File: src/rtl/lsu_param_if.sv
// Memory-side channel bundle between lsu_param and the per-thread memory controller port.
// master: driven by the LSU (valids, addresses, write data); slave: driven by memory (readys, read data).
//   mem_read_valid/address  -> memory     mem_read_ready/data  <- memory
//   mem_write_valid/address/data -> memory   mem_write_ready  <- memory
interface lsu_param_if #(
    parameter int unsigned ADDR_BITS = 8,
    parameter int unsigned DATA_BITS = 8
);
    logic                 mem_read_valid;
    logic [ADDR_BITS-1:0] mem_read_address;
    logic                 mem_read_ready;
    logic [DATA_BITS-1:0] mem_read_data;
    logic                 mem_write_valid;
    logic [ADDR_BITS-1:0] mem_write_address;
    logic [DATA_BITS-1:0] mem_write_data;
    logic                 mem_write_ready;

    modport master (
        output mem_read_valid, mem_read_address,
        input  mem_read_ready, mem_read_data,
        output mem_write_valid, mem_write_address, mem_write_data,
        input  mem_write_ready
    );

    modport slave (
        input  mem_read_valid, mem_read_address,
        output mem_read_ready, mem_read_data,
        input  mem_write_valid, mem_write_address, mem_write_data,
        output mem_write_ready
    );
endinterface

File: src/rtl/lsu_param.sv
// Parametrised load/store unit for one compute thread.
// Decoded LDR/STR with base+offset addressing is turned into a single held
// valid/ready request on the memory channel; illegal decodes report lsu_error.
// Optional feature macro LSU_TIMEOUT_EN: abort a request after TIMEOUT_CYCLES
// enabled WAITING cycles without ready, reporting lsu_error.
// Ports:
//   clock, reset (async, active-low), enable (low freezes all state)
//   core_state      : core pipeline state (REQUEST=3'b011, UPDATE=3'b110)
//   mem_read_enable / mem_write_enable : decoded LDR / STR, sampled in IDLE only
//   rs_out, imm_offset, rt_out : base address, two's-complement offset, store data
//   mem             : memory channel (lsu_param_if.master)
//   lsu_out         : last loaded data
//   lsu_state       : IDLE=00, REQUESTING=01, WAITING=10, DONE=11
//   lsu_error       : current access failed (illegal decode or timeout)
module lsu_param #(
    parameter int unsigned ADDR_BITS      = 8,
    parameter int unsigned DATA_BITS      = 8,
    parameter int unsigned TIMEOUT_CYCLES = 255
) (
    input  logic                 clock,
    input  logic                 reset,
    input  logic                 enable,
    input  logic [2:0]           core_state,
    input  logic                 mem_read_enable,
    input  logic                 mem_write_enable,
    input  logic [ADDR_BITS-1:0] rs_out,
    input  logic [ADDR_BITS-1:0] imm_offset,
    input  logic [DATA_BITS-1:0] rt_out,
    lsu_param_if.master          mem,
    output logic [DATA_BITS-1:0] lsu_out,
    output logic [1:0]           lsu_state,
    output logic                 lsu_error
);
    localparam logic [2:0] CORE_REQUEST = 3'b011;
    localparam logic [2:0] CORE_UPDATE  = 3'b110;

    if (TIMEOUT_CYCLES < 1 || TIMEOUT_CYCLES > 65535) begin : g_bad_timeout
        $error("lsu_param: TIMEOUT_CYCLES must be in 1..65535");
    end

    typedef enum logic [1:0] {
        IDLE       = 2'b00,
        REQUESTING = 2'b01,
        WAITING    = 2'b10,
        DONE       = 2'b11
    } state_t;

    state_t               state_q, state_d;
    logic                 is_write_q, is_write_d;
    logic                 rd_valid_q, rd_valid_d;
    logic [ADDR_BITS-1:0] rd_addr_q, rd_addr_d;
    logic                 wr_valid_q, wr_valid_d;
    logic [ADDR_BITS-1:0] wr_addr_q, wr_addr_d;
    logic [DATA_BITS-1:0] wr_data_q, wr_data_d;
    logic [DATA_BITS-1:0] out_q, out_d;
    logic                 err_q, err_d;
    logic [ADDR_BITS-1:0] eff_addr_c;
    logic                 ready_c;

`ifdef LSU_TIMEOUT_EN
    localparam logic [15:0] TIMEOUT_LIM = 16'(TIMEOUT_CYCLES);
    logic [15:0] cnt_q, cnt_d;
`endif

    // Effective address wraps modulo 2^ADDR_BITS; negative offsets fall out of the same add.
    assign eff_addr_c = ADDR_BITS'(rs_out + imm_offset);
    // Only the channel of the outstanding request can complete it.
    assign ready_c    = is_write_q ? mem.mem_write_ready : mem.mem_read_ready;

    // Next-state and registered-output logic.
    always_comb begin
        state_d    = state_q;
        is_write_d = is_write_q;
        rd_valid_d = rd_valid_q;
        rd_addr_d  = rd_addr_q;
        wr_valid_d = wr_valid_q;
        wr_addr_d  = wr_addr_q;
        wr_data_d  = wr_data_q;
        out_d      = out_q;
        err_d      = err_q;
`ifdef LSU_TIMEOUT_EN
        cnt_d      = cnt_q;
`endif
        case (state_q)
            IDLE: begin
                if (core_state == CORE_REQUEST) begin
                    if (mem_read_enable && mem_write_enable) begin
                        err_d   = 1'b1;
                        state_d = DONE;
                    end else if (mem_read_enable || mem_write_enable) begin
                        is_write_d = mem_write_enable;
                        state_d    = REQUESTING;
                    end
                end
            end
            REQUESTING: begin
                if (is_write_q) begin
                    wr_addr_d  = eff_addr_c;
                    wr_data_d  = rt_out;
                    wr_valid_d = 1'b1;
                end else begin
                    rd_addr_d  = eff_addr_c;
                    rd_valid_d = 1'b1;
                end
`ifdef LSU_TIMEOUT_EN
                cnt_d = '0;
`endif
                state_d = WAITING;
            end
            WAITING: begin
                if (ready_c) begin
                    rd_valid_d = 1'b0;
                    wr_valid_d = 1'b0;
                    if (!is_write_q) begin
                        out_d = mem.mem_read_data;
                    end
                    state_d = DONE;
                end else begin
`ifdef LSU_TIMEOUT_EN
                    // Saturating count of ready-less cycles; reaching the limit aborts the request.
                    cnt_d = (cnt_q == TIMEOUT_LIM) ? cnt_q : cnt_q + 16'd1;
                    if (cnt_d == TIMEOUT_LIM) begin
                        rd_valid_d = 1'b0;
                        wr_valid_d = 1'b0;
                        err_d      = 1'b1;
                        state_d    = DONE;
                    end
`endif
                end
            end
            DONE: begin
                if (core_state == CORE_UPDATE) begin
                    err_d   = 1'b0;
                    state_d = IDLE;
                end
            end
            default: state_d = IDLE;
        endcase
    end

    // State register; reset clears valids asynchronously so the bus sees the abort at once.
    always_ff @(posedge clock or negedge reset) begin
        if (!reset) begin
            state_q    <= IDLE;
            is_write_q <= 1'b0;
            rd_valid_q <= 1'b0;
            rd_addr_q  <= '0;
            wr_valid_q <= 1'b0;
            wr_addr_q  <= '0;
            wr_data_q  <= '0;
            out_q      <= '0;
            err_q      <= 1'b0;
`ifdef LSU_TIMEOUT_EN
            cnt_q      <= '0;
`endif
        end else if (enable) begin
            state_q    <= state_d;
            is_write_q <= is_write_d;
            rd_valid_q <= rd_valid_d;
            rd_addr_q  <= rd_addr_d;
            wr_valid_q <= wr_valid_d;
            wr_addr_q  <= wr_addr_d;
            wr_data_q  <= wr_data_d;
            out_q      <= out_d;
            err_q      <= err_d;
`ifdef LSU_TIMEOUT_EN
            cnt_q      <= cnt_d;
`endif
        end
    end

    assign mem.mem_read_valid    = rd_valid_q;
    assign mem.mem_read_address  = rd_addr_q;
    assign mem.mem_write_valid   = wr_valid_q;
    assign mem.mem_write_address = wr_addr_q;
    assign mem.mem_write_data    = wr_data_q;
    assign lsu_out               = out_q;
    assign lsu_state             = state_q;
    assign lsu_error             = err_q;
endmodule

File: src/flat_wrapper.sv
// flat-port wrapper written by rule: the top's interface ports become plain ports
module lsu_param_flat 
#(
    parameter int unsigned ADDR_BITS      = 8,
    parameter int unsigned DATA_BITS      = 8,
    parameter int unsigned TIMEOUT_CYCLES = 255
)
  (clock, reset, enable, core_state, mem_read_enable, mem_write_enable, rs_out, imm_offset, rt_out, lsu_out, lsu_state, lsu_error, mem_mem_read_valid, mem_mem_read_address, mem_mem_read_ready, mem_mem_read_data, mem_mem_write_valid, mem_mem_write_address, mem_mem_write_data, mem_mem_write_ready);
  lsu_param_if #(.ADDR_BITS(ADDR_BITS), .DATA_BITS(DATA_BITS)) mem_i ();
  input  logic clock;
  input  logic reset;
  input  logic enable;
  input  logic [2:0] core_state;
  input  logic mem_read_enable;
  input  logic mem_write_enable;
  input  logic [ADDR_BITS-1:0] rs_out;
  input  logic [ADDR_BITS-1:0] imm_offset;
  input  logic [DATA_BITS-1:0] rt_out;
  output logic [DATA_BITS-1:0] lsu_out;
  output logic [1:0] lsu_state;
  output logic lsu_error;
  output wire logic [$bits(mem_i.mem_read_valid)-1:0] mem_mem_read_valid;
  output wire logic [$bits(mem_i.mem_read_address)-1:0] mem_mem_read_address;
  input wire logic [$bits(mem_i.mem_read_ready)-1:0] mem_mem_read_ready;
  input wire logic [$bits(mem_i.mem_read_data)-1:0] mem_mem_read_data;
  output wire logic [$bits(mem_i.mem_write_valid)-1:0] mem_mem_write_valid;
  output wire logic [$bits(mem_i.mem_write_address)-1:0] mem_mem_write_address;
  output wire logic [$bits(mem_i.mem_write_data)-1:0] mem_mem_write_data;
  input wire logic [$bits(mem_i.mem_write_ready)-1:0] mem_mem_write_ready;
  assign mem_mem_read_valid = mem_i.mem_read_valid;
  assign mem_mem_read_address = mem_i.mem_read_address;
  assign mem_i.mem_read_ready = mem_mem_read_ready;
  assign mem_i.mem_read_data = mem_mem_read_data;
  assign mem_mem_write_valid = mem_i.mem_write_valid;
  assign mem_mem_write_address = mem_i.mem_write_address;
  assign mem_mem_write_data = mem_i.mem_write_data;
  assign mem_i.mem_write_ready = mem_mem_write_ready;
  lsu_param #(.ADDR_BITS(ADDR_BITS), .DATA_BITS(DATA_BITS), .TIMEOUT_CYCLES(TIMEOUT_CYCLES)) u_core (.clock(clock), .reset(reset), .enable(enable), .core_state(core_state), .mem_read_enable(mem_read_enable), .mem_write_enable(mem_write_enable), .rs_out(rs_out), .imm_offset(imm_offset), .rt_out(rt_out), .mem(mem_i), .lsu_out(lsu_out), .lsu_state(lsu_state), .lsu_error(lsu_error));
endmodule
File: config.mk
export PLATFORM = sky130hd
export DESIGN_NAME = lsu_param_flat
export DESIGN_NICKNAME = d
export VERILOG_FILES = /design/src/rtl/lsu_param_if.sv /design/src/rtl/lsu_param.sv /design/src/flat_wrapper.sv
export SDC_FILE = /design/constraint.sdc
export NUM_CORES = 1
export LEC_CHECK = 0
export CORE_ASPECT_RATIO = 0.5
export CORE_MARGIN = 3
export CORE_UTILIZATION = 39
export CTS_CLUSTER_SIZE = 24
export DETAILED_ROUTE_END_ITERATION = 7
export PLACE_DENSITY = 0.82
export SETUP_SLACK_MARGIN = 0.1
export SYNTH_ARGS = -nofsm -noshare
export SYNTH_HDL_FRONTEND = slang
export SYNTH_SLANG_ARGS = --single-unit
export TNS_END_PERCENT = 10
File: constraint.sdc
create_clock -name clock -period 1.4 [get_ports clock]
set_clock_uncertainty 0.1 [all_clocks]
set_input_delay 0.35 -clock clock [delete_from_list [all_inputs] [get_ports clock]]
set_output_delay 0.35 -clock clock [all_outputs]
set_load 0.03 [all_outputs]
==> load_flow_metrics.sql <==
INSERT INTO impl_metrics (metric_group, metric, value, unit) VALUES
('status', 'status', 'finished, violations left', ''),
('status', 'failing_checks', 'setup timing', ''),
('sta', 'worst_slack', '-0.1744', 'ns'),
('flow_run', 'maxCapViolations', '0', ''),
('cells_and_area', 'multi_input_comb_area', '0.001214', 'mm²'),
('place', 'dp_hpwl', '3.854', 'mm'),
('power', 'power.share.sequential', '29.4', '%'),
('power', 'netSwitchingFraction', '41.62', '%'),
('cells_and_area', 'nNetsFinal', '333', ''),
('critical_path', 'critPathMaxStageDelay', '0.45', 'ns'),
('drt', 'detailedRoute.firstIterationViolations', '66', ''),
('critical_path', 'timing.critical_path.cells', 'inv_4, ha_4, buf_6, nand3b_1, nor2_4, nand2_1, o2bb2ai_2', ''),
('sta', 'drv_slew', '0', ''),
('drt', 'routed_via_count_divided_by_cell_count', '5.058', ''),
('clock_network', 'tritoncts', 'built', ''),
('floorplanning', 'floorplan.die_area', '0.005983', 'mm²'),
('clock_network', 'clkTransAtPathRegs', '0.07', 'ns'),
('critical_path', 'timing.critical_path.max_delay_family', 'flip-flops', ''),
('drt', 'wl_per_cell', '16.54', 'µm'),
('critical_path', 'timing.critical_path.fanout_max', '3', ''),
('critical_path', 'setup.worst_path.end_class', 'flop', ''),
('min_path', 'type_of_the_most_critical_hold_path', 'in2reg', ''),
('sta', 'min_period_over_period', '112.5', '%'),
('synthesis', 'synth.avg_cell_area', '11.71', 'µm²'),
('power', 'vdd.ir_drop.worst', '0.9794', 'mV'),
('synthesis', 'netlist_top_cells_area', 'sky130_fd_sc_hd__dfrtp_1 48%, sky130_fd_sc_hd__mux2_2 11%, sky130_fd_sc_hd__ha_1 7.6%', ''),
('synthesis', 'synth.lib_cells_used.distinct', '38', ''),
('floorplanning', 'die_height', '56.22', 'µm'),
('sta', 'worst-slew-pin-transition', '0.3181', 'ns'),
('clock_network', 'ctsHtreeMaxLevel', '2', ''),
('cells_and_area', 'sequential_cell_area', '954.7', 'µm²'),
('global_route', 'vias_in_the_first_global_route', '1848', ''),
('power', 'power_frac_comb', '59.8', '%'),
('synthesis', 'syn-cell-area', '0.001967', 'mm²'),
('drt', 'drt_drc_violations_left', '0', ''),
('synthesis', 'netlist_instances', '168', ''),
('floorplanning', 'die_width', '106.4', 'µm'),
('cells_and_area', 'filler_cell_count', '295', ''),
('sta', 'timing.max_slew.rel_slack', '78.63', '%'),
('drt', 'finalWirelength', '5.691', 'mm'),
('sta', 'fin_crit', '1.574', 'ns'),
('global_route', 'initial_antenna_violation_count', '0', ''),
('synthesis', 'post-synth-top-area-fraction', '48.35', '%'),
('cells_and_area', 'area_growth', '75.83', '%'),
('sta', 'rsz0062_at_grt', 'true', ''),
('sta', 'final_hold_violating_endpoints', '0', ''),
('critical_path', 'crit_buf_inv', '2', ''),
('critical_path', 'critical_path.slowest_cell', 'sky130_fd_sc_hd__dfrtp_2', ''),
('power', 'power.leakage', '1.566', 'nW'),
('synthesis', 'mappedNetlistNets', '223', ''),
('critical_path', 'critPathLaunchType', 'flop', ''),
('sta', 'setup_viols_final', '34', ''),
('synthesis', 'synth_seq_area_share', '48.35', '%'),
('global_route', 'groute.usage.overall', '18.52', '%'),
('place', 'placed_cells_incl_taps', '331', ''),
('cells_and_area', 'final_cells', '344', ''),
('synthesis', 'yosys_warnings', '0', ''),
('min_path', 'hp-start', 'rs_out[0]', ''),
('critical_path', 'critPathKind', 'reg2reg', ''),
('floorplanning', 'rows', '17', ''),
('power', 'power.density_cell_area', '2015', 'mW/mm²'),
('power', 'power_report.internal_total', '4.067', 'mW'),
('critical_path', 'cp.arrival', '1.64', 'ns'),
('clock_network', 'cts.sink_count', '38', ''),
('power', 'p_sw', '2.900', 'mW'),
('clock_network', 'ctsRootBufferMaster', 'sky130_fd_sc_hd__clkbuf_8', ''),
('floorplanning', 'io_pins', '79', ''),
('place', 'finalWeightedCongestion', '0.8185', ''),
('drt', 'firstDrtPassIters', '4', ''),
('critical_path', 'worstSetupStartpoint', 'u_core.lsu_state[0]$_DFFE_PN0P_', ''),
('floorplanning', 'coreArea', '0.004616', 'mm²');
worst paths after layout:
path	to	slack, ns	depth (start not counted)
worst max-delay path	u_core.is_write_q$_DFFE_PN0P_	-0.17	7
worst min-delay path	u_core.mem.mem_write_address[0]$_DFFE_PN0P_	0.34	3
worst min register to register	u_core.mem.mem_read_address[3]$_DFFE_PN0P_	0.42	2
worst max register to register	u_core.is_write_q$_DFFE_PN0P_	-0.17	7
min in group asynchronous	u_core.is_write_q$_DFFE_PN0P_	0.46	3
max in group asynchronous	u_core.lsu_state[0]$_DFFE_PN0P_	0.53	3
cells by family after synthesis:
logic type | count (synthesis) | share of synthesized area, %
buffers and inverters | 12 | 3.244
XOR/XNOR | 5 | 2.226
AO/OA/AOI/OAI | 34 | 11.51
AND/OR/NAND/NOR | 41 | 12.02
adder cells (fa/ha/maj) | 13 | 8.651
multiplexers | 25 | 14.00
flip-flops | 38 | 48.35
power groups by stage:
stage	Combinational [mW]	Sequential, mW	Clock (mW)
floorplan	1.05	2.94	0
global placement	3.43	1.92	0
detailed placement	3.51	1.95	0
CTS	3.81	1.97	0.767
global route	4.40	2.10	0.831
finish	4.17	2.05	0.751
routing by layer:
| metal | vias to the layer above | track usage (%) | routed length (µm) |
|---|---|---|---|
| met4 | 0 | 3.461 | 72 |
| met5 | - | 0 | 0 |
| met1 | 879 | 21.29 | 2202 |
| met3 | 8 | 3.244 | 175 |
| met2 | 39 | 36.27 | 3240 |
| li1 | 814 | - | - |
cells in the mapped netlist (all sizes together):
cell type and count:
o211ai 2, xor2 1, nand2 15, a21boi 1, o21a 1, xnor2 4, mux2 20, o21ai 11
o21bai 1, a41oi 1, nand2b 2, a21o 1, mux2i 5, nor3b 3, buf 5, o31ai 2
nand3b 3, inv 7, a211oi 1, and2 1, ha 12, o2bb2ai 1, a21oi 9, dfrtp 38
nand3 8, nor3 3, nand4b 1, a211o 2, nor2b 1, fa 1, a31oi 1, nor2 4
per-stage QoR:
stage	power, mW	instance area [µm²]	hold slack (ns)	util [%]	TNS [ns]
floorplan	3.990	2023	-0.04559	-	-3.186
global placement	5.353	2969	0.2311	64.33	-16.27
detailed placement	5.465	2969	0.2298	64.33	-17.15
CTS	6.547	3263	0.3227	70.70	-2.226
global route	7.338	3458	0.3310	74.93	-3.774
finish	6.967	3458	0.3415	74.93	-2.252
final cells by class:
| class | instances | share of cell area, % |
|---|---|---|
| Sequential cell | 38 | 27.60 |
| Inverter | 7 | 0.9045 |
| Tap cell | 66 | 2.388 |
| Multi-Input combinational cell | 118 | 35.09 |
| Timing Repair Buffer | 108 | 31.51 |
| Clock buffer | 7 | 2.496 |
cell usage in the layout, fill, tap and decap left out, drive strengths merged, types with 4 or more instances in the layout:
master	synthesis	layout
buf	5	73
dfrtp	38	38
clkdlybuf4s50	0	25
mux2	20	20
nand2	15	15
ha	12	12
o21ai	11	11
a21oi	9	9
nand3	8	8
clkbuf	0	7
inv	7	7
mux2i	5	5
clkdlybuf4s15	0	5
nor2	4	4
xnor2	4	4
flip-flops by register name, indices dropped and copies added, names as in the netlist:
register                      count
u_core.lsu_state                  2
u_core.mem.mem_read_address       8
u_core.mem.mem_read_valid         1
u_core.mem.mem_write_valid        1
u_core.mem.mem_write_address      8
u_core.lsu_error                  1
u_core.lsu_out                    8
u_core.is_write_q                 1
u_core.mem.mem_write_data         8
timing repair:
action / in CTS / in global routing
pin swaps: 26 / 12
setup endpoints to repair: 48 / 73
endpoints found under the hold margin: 38 / 0
setup buffers: 4 / 1
hold buffers: 1 / 0
gates resized for setup: 77 / 47
worst reg2reg max path, delay by kind of cell (launching register included):
| family | cells | cell delay, ns |
|---|---|---|
| AOI/OAI and AO/OA | 1 | 0.13 |
| adders and majority gates | 1 | 0.16 |
| buffers and inverters | 2 | 0.21 |
| DFF | 1 | 0.45 |
| and+or+nand+nor | 3 | 0.42 |
Note: power is estimated with default switching activity, not from simulation.
